## src/rtl/pipe_pkg.sv

```systemverilog
// pipe_pkg: shared state encoding, NOP instruction and per-stage payload widths for pipeline registers.
package pipe_pkg;
  typedef logic [1:0] state_t;
  localparam state_t EMPTY = 2'd0;
  localparam state_t ONE   = 2'd1;
  localparam state_t FULL  = 2'd2;
  localparam logic [31:0] NOP_INSN = 32'h0000_0013;
  localparam int IF_ID_W  = 65;
  localparam int ID_EX_W  = 65;
  localparam int EX_MEM_W = 65;
  localparam int MEM_WB_W = 65;
endpackage

```

## src/rtl/pipe_skid_register.sv

```systemverilog
// pipe_skid_register: pipeline-stage register with two-entry skid buffer and flush.
// Define PIPE_SKID_FLUSH_NOP_EN to make flush present a valid NOP_PAYLOAD instead of going empty.
module pipe_skid_register
  import pipe_pkg::*;
#(
  parameter int DATA_W = 65,
  parameter logic [DATA_W-1:0] NOP_PAYLOAD = 65'h0_0000_0000_0000_0013
) (
  input  logic              clk,
  input  logic              reset_n,
  input  logic              in_valid_i,
  input  logic [DATA_W-1:0] in_data_i,
  output logic              in_ready_o,
  output logic              out_valid_o,
  output logic [DATA_W-1:0] out_data_o,
  input  logic              out_ready_i,
  input  logic              flush_i,
  output logic [1:0]        occupancy_o
);
`ifdef PIPE_SKID_FLUSH_NOP_EN
  localparam bit FLUSH_NOP = 1'b1;
`else
  localparam bit FLUSH_NOP = 1'b0;
`endif
  state_t state, state_nx;
  logic [DATA_W-1:0] m, s;
  logic push, pop;
  assign in_ready_o  = state != FULL;
  assign out_valid_o = state != EMPTY;
  assign occupancy_o = state;
  assign out_data_o  = m;
  assign push = in_valid_i & in_ready_o;
  assign pop  = out_valid_o & out_ready_i;
  // push is impossible in FULL, so +/-1 covers every legal transition
  always_comb
    state_nx = flush_i ? (FLUSH_NOP ? ONE : EMPTY) :
               (push & ~pop) ? state_t'(state + 2'd1) :
               (pop & ~push) ? state_t'(state - 2'd1) : state;
  always_ff @(posedge clk or negedge reset_n)
    if (!reset_n) begin
      state <= EMPTY;
      m     <= '0;
      s     <= '0;
    end else begin
      state <= state_nx;
      if (flush_i) m <= FLUSH_NOP ? NOP_PAYLOAD : m;
      else if (push && (state == EMPTY || pop)) m <= in_data_i;
      else if (pop && state == FULL) m <= s;
      if (!flush_i && push && !pop && state == ONE) s <= in_data_i;
    end
endmodule
```

## config.mk

```make
export PLATFORM = sky130hd
export DESIGN_NAME = pipe_skid_register
export DESIGN_NICKNAME = d
export VERILOG_FILES = /design/src/rtl/pipe_pkg.sv /design/src/rtl/pipe_skid_register.sv
export SDC_FILE = /design/constraint.sdc
export NUM_CORES = 1
export LEC_CHECK = 0
export BUFFER_PORTS_ARGS = -buffer_cell sky130_fd_sc_hd__buf_2
export CAP_MARGIN = 20
export CORE_MARGIN = 4
export CORE_UTILIZATION = 49
export CTS_BUF_LIST = sky130_fd_sc_hd__clkbuf_4
export CTS_CLUSTER_DIAMETER = 40
export DETAILED_ROUTE_END_ITERATION = 6
export PLACE_DENSITY_LB_ADDON = 0.05
export REMOVE_ABC_BUFFERS = 1
export SYNTH_ARGS = -nofsm -noshare
export SYNTH_HDL_FRONTEND = slang
export SYNTH_SLANG_ARGS = --single-unit
```

## constraint.sdc

```tcl
create_clock -name clk -period 2.65 [get_ports clk]
set_clock_uncertainty 0.2 [all_clocks]
set_input_delay 0.1325 -clock clk [delete_from_list [all_inputs] [get_ports clk]]
set_output_delay 0.1325 -clock clk [all_outputs]
set_load 0.005 [all_outputs]
```

==> run_results.csv <==
group,metric,value,unit
run_status,status,"completed",
yosys,synth_cell_types,21,
die,fp.dieH,115,um
yosys,ys_seq_area_frac,0.590,
global_route,grt_pass1_vias,4215,
cts,clkTransAtPathRegs,0.10,ns
detailed_routing,firstDrtPassIters,5,
detailed_routing,via_count,4013,
placed_design,place_congestion,0.763,
cells_and_area,nets,724,
detailed_routing,first_iter_violations,156,
global_route,track_usage,0.197,
pwr,vdd_ir_drop_max,0.00113,V
critical_path,startpoint,"occupancy_o[0]$_DFFE_PN0P_",
placed_design,place_inst,700,
global_route,grt_overflow,0,
cts,clock-root-buffer,"clkbuf_4",
yosys,synth-simple-area-share,0.0545,
critical_path,path_class,"flip-flop to flip-flop",
timing,worstMarginPinSlew,0.463,ns
worst_hold_path,hold_path_class,"input pin to flip-flop",
yosys,syn-cell-area,5600,um^2
placed_design,placed_cell_area,6410,um^2
critical_path,crit_top_cell,"nor2_1",
timing,period_share,0.890,
yosys,synth_xor_area_frac,0.00156,
global_route,grt_max_degree,91,
die,rows,38,
critical_path,start_kind,"flip-flop",
timing,relSlewSlack,0.692,
detailed_routing,ant_nets,0,
yosys,synth_compound_area_frac,0.0634,
global_route,grt_pass1_wl,20300,um
die,core,11000,um^2
critical_path,rr_endpoint,"occupancy_o[1]$_DFFE_PN0P_",
cells_and_area,nFillCells,880,
critical_path,critical_path.max_stage_delay,0.56,ns
yosys,synth_top_family_by_area,"multiplexers",
detailed_routing,wirelength,12200,um
yosys,synth_fa_ha_area_frac,0.00670,
critical_path,path_depth,7,
cells_and_area,drive_gt1_frac,0.355,
timing,clock.fmax,424,MHz
cts,cts_max_level,4,
critical_path,cp.buffers_inverters,2,
cts,cts.sinks,132,
yosys,synth_cells,442,
detailed_routing,drcViolationCount,0,
die,ios,139,
cts,cts_tree,"yes",
critical_path,end_kind,"flip-flop",
die,die_area,13200,um^2
timing,slew_violations,0,
job,cap_violations,0,
timing,setup_tns,0,ns
critical_path,r2r_setup_slack,0.29,ns
placed_design,dp_hpwl,7610,um
critical_path,critical-path-top-delay-family,"buffers and inverters",
global_route,antenna_found_initial,0,
cells_and_area,antennaDiodeCount,0,
placed_design,pre_cts_slack,0.367,ns
timing,layout_setup_ws,0.291,ns
detailed_routing,avgViaCountPerCell,4.99,
critical_path,r2r-start,"occupancy_o[0]$_DFFE_PN0P_",
critical_path,arrival,2.56,ns
timing,hold_violations,0,
die,die-width,115,um
timing,fin_crit,2.36,ns
critical_path,r2r_cells,7,
pwr,p_leak,3.47,nW
detailed_routing,routedWlPerCell,15.2,um
critical_path,worstPathRequired,2.85,ns
timing,rsz0062_at_grt,"false",
cells_and_area,fin_area,7350,um^2
yosys,yosys_warnings,0,
critical_path,cp_max_fo,4,
critical_path,critPathCapture,"occupancy_o[1]$_DFFE_PN0P_",
cells_and_area,syn2layout_area_growth,31.3,%
placed_design,port_buffers,138,
cts,cts_made_buffers,17,
cts,cts_max_path_buffers,2,
die,start_util,0.508,
yosys,synth-seq-cells,132,
timing,finalSetupViolations,0,
cts,clock_latency,0.52,ns
pwr,p_per_area,1000,nW/um^2
cells_and_area,layout.cells.non_filler,804,
yosys,synth.avg_cell_area,12.7,um^2
critical_path,cpMaxStageDelayCell,"dlygate4sd3_1",
yosys,synth_mux_area_frac,0.247,
critical_path,path_cells,"inv_1 > ha_1 > nor2b_1 > nor2_1 > a222oi_1 > nor2_1 > dlygate4sd3_1",
power breakdown:
group          switching [mW]  total, mW  internal (mW)  leakage (nW)
sequential              0.509       3.53           3.02          1.55
combinational            1.29       2.80           1.51          1.80
clock                   0.659       1.06          0.396         0.124
worst min-delay path by stage:
stage / start / end / slack (ns) / cells past startpoint
finish: out_ready_i / occupancy_o[0]$_DFFE_PN0P_ / 0.11 / 5
global route: out_ready_i / occupancy_o[0]$_DFFE_PN0P_ / 0.13 / 5
CTS: out_ready_i / occupancy_o[0]$_DFFE_PN0P_ / 0.03 / 5
detailed placement: reset_n / out_data_o[53]$_DFFE_PN0P_ / -0.08 / 1
global placement: reset_n / out_data_o[53]$_DFFE_PN0P_ / -0.08 / 1
floorplan: reset_n / occupancy_o[0]$_DFFE_PN0P_ / -0.36 / 0
cell type report:
| class | count | area (um^2) | area share |
|---|---|---|---|
| sequential | 132 | 3300 | 0.449 |
| multi-input combinational | 278 | 2110 | 0.287 |
| timing repair buffer | 218 | 1550 | 0.210 |
| tap | 140 | 175 | 0.0238 |
| clock buffer | 22 | 165 | 0.0225 |
| clock inverter | 10 | 41.3 | 0.00561 |
| inverter | 4 | 15.0 | 0.00204 |
sequential cells by signal, indices dropped and copies added (netlist names):
| register | cells |
|---|---|
| out_data_o | 65 |
| s | 65 |
| occupancy_o | 2 |
worst reg2reg max path, delay by kind of cell (launching register included):
| kind | cells | cell delay (ns) |
|---|---|---|
| buf+inv | 2 | 0.66 |
| simple gates | 3 | 0.38 |
| compound gates | 1 | 0.34 |
| flops | 1 | 0.39 |
| fa+ha+maj | 1 | 0.27 |
per-layer routing:
metal	vias to the layer above	wire [um]	track usage	share of wire
met5	-	0	0	0
met4	0	189	0.0720	0.015
met3	14	809	0.0579	0.066
met2	109	5890	0.327	0.48
met1	1929	5330	0.245	0.44
li1	1961	-	-	-
through the flow:
step                power, mW  utilization  hold WS [ns]
floorplan                5.36            -        -0.363
global placement         6.18        0.581       -0.0830
detailed placement       6.32        0.581       -0.0772
CTS                      7.49        0.667        0.0348
global route             8.03        0.667         0.126
finish                   7.39        0.667         0.113
logic make-up (layout without fill, tap and decap cells):
| kind of cell | Yosys count | after routing |
|---|---|---|
| buf+inv | 32 | 254 |
| compound gates | 68 | 68 |
| fa+ha+maj | 3 | 3 |
| xor+xnor | 1 | 1 |
| mux | 130 | 130 |
| simple gates | 76 | 76 |
| flops | 132 | 132 |
Yosys cell counts:
cell / count / area share
dfrtp_1: 132 / 0.59
nor2_1: 71 / 0.048
a21oi_1: 66 / 0.059
mux2i_1: 65 / 0.12
mux2_2: 61 / 0.12
buf_2: 13 / 0.012
buf_4: 8 / 0.011
buf_6: 5 / 0.010
inv_1: 4 / 0.0027
mux2_1: 4 / 0.0080
ha_1: 3 / 0.0067
a2111oi_2: 1 / 0.0027
a222oi_1: 1 / 0.0018
and2_1: 1 / 0.0011
clkbuf_1: 1 / 0.00067
clkbuf_4: 1 / 0.0013
nand2b_4: 1 / 0.0025
nand3b_1: 1 / 0.0013
nor2b_1: 1 / 0.0011
nor3_1: 1 / 0.00089
xor2_1: 1 / 0.0016
cells in the final DEF (no fill, tap or decap), drive strengths merged, types with 3 or more instances in the layout:
cell type	count
clkbuf	22
mux2	65
nor2	71
inv	4
buf	147
clkinv	10
dfrtp	132
dlygate4sd3	71
ha	3
a21oi	66
mux2i	65
what timing repair did:
action	CTS	global route
endpoints found under the hold margin	264	0
buffers inserted	0	0
gates resized for setup	0	0
hold buffers	72	0
No activity file was read; power rests on OpenSTA's default activity.
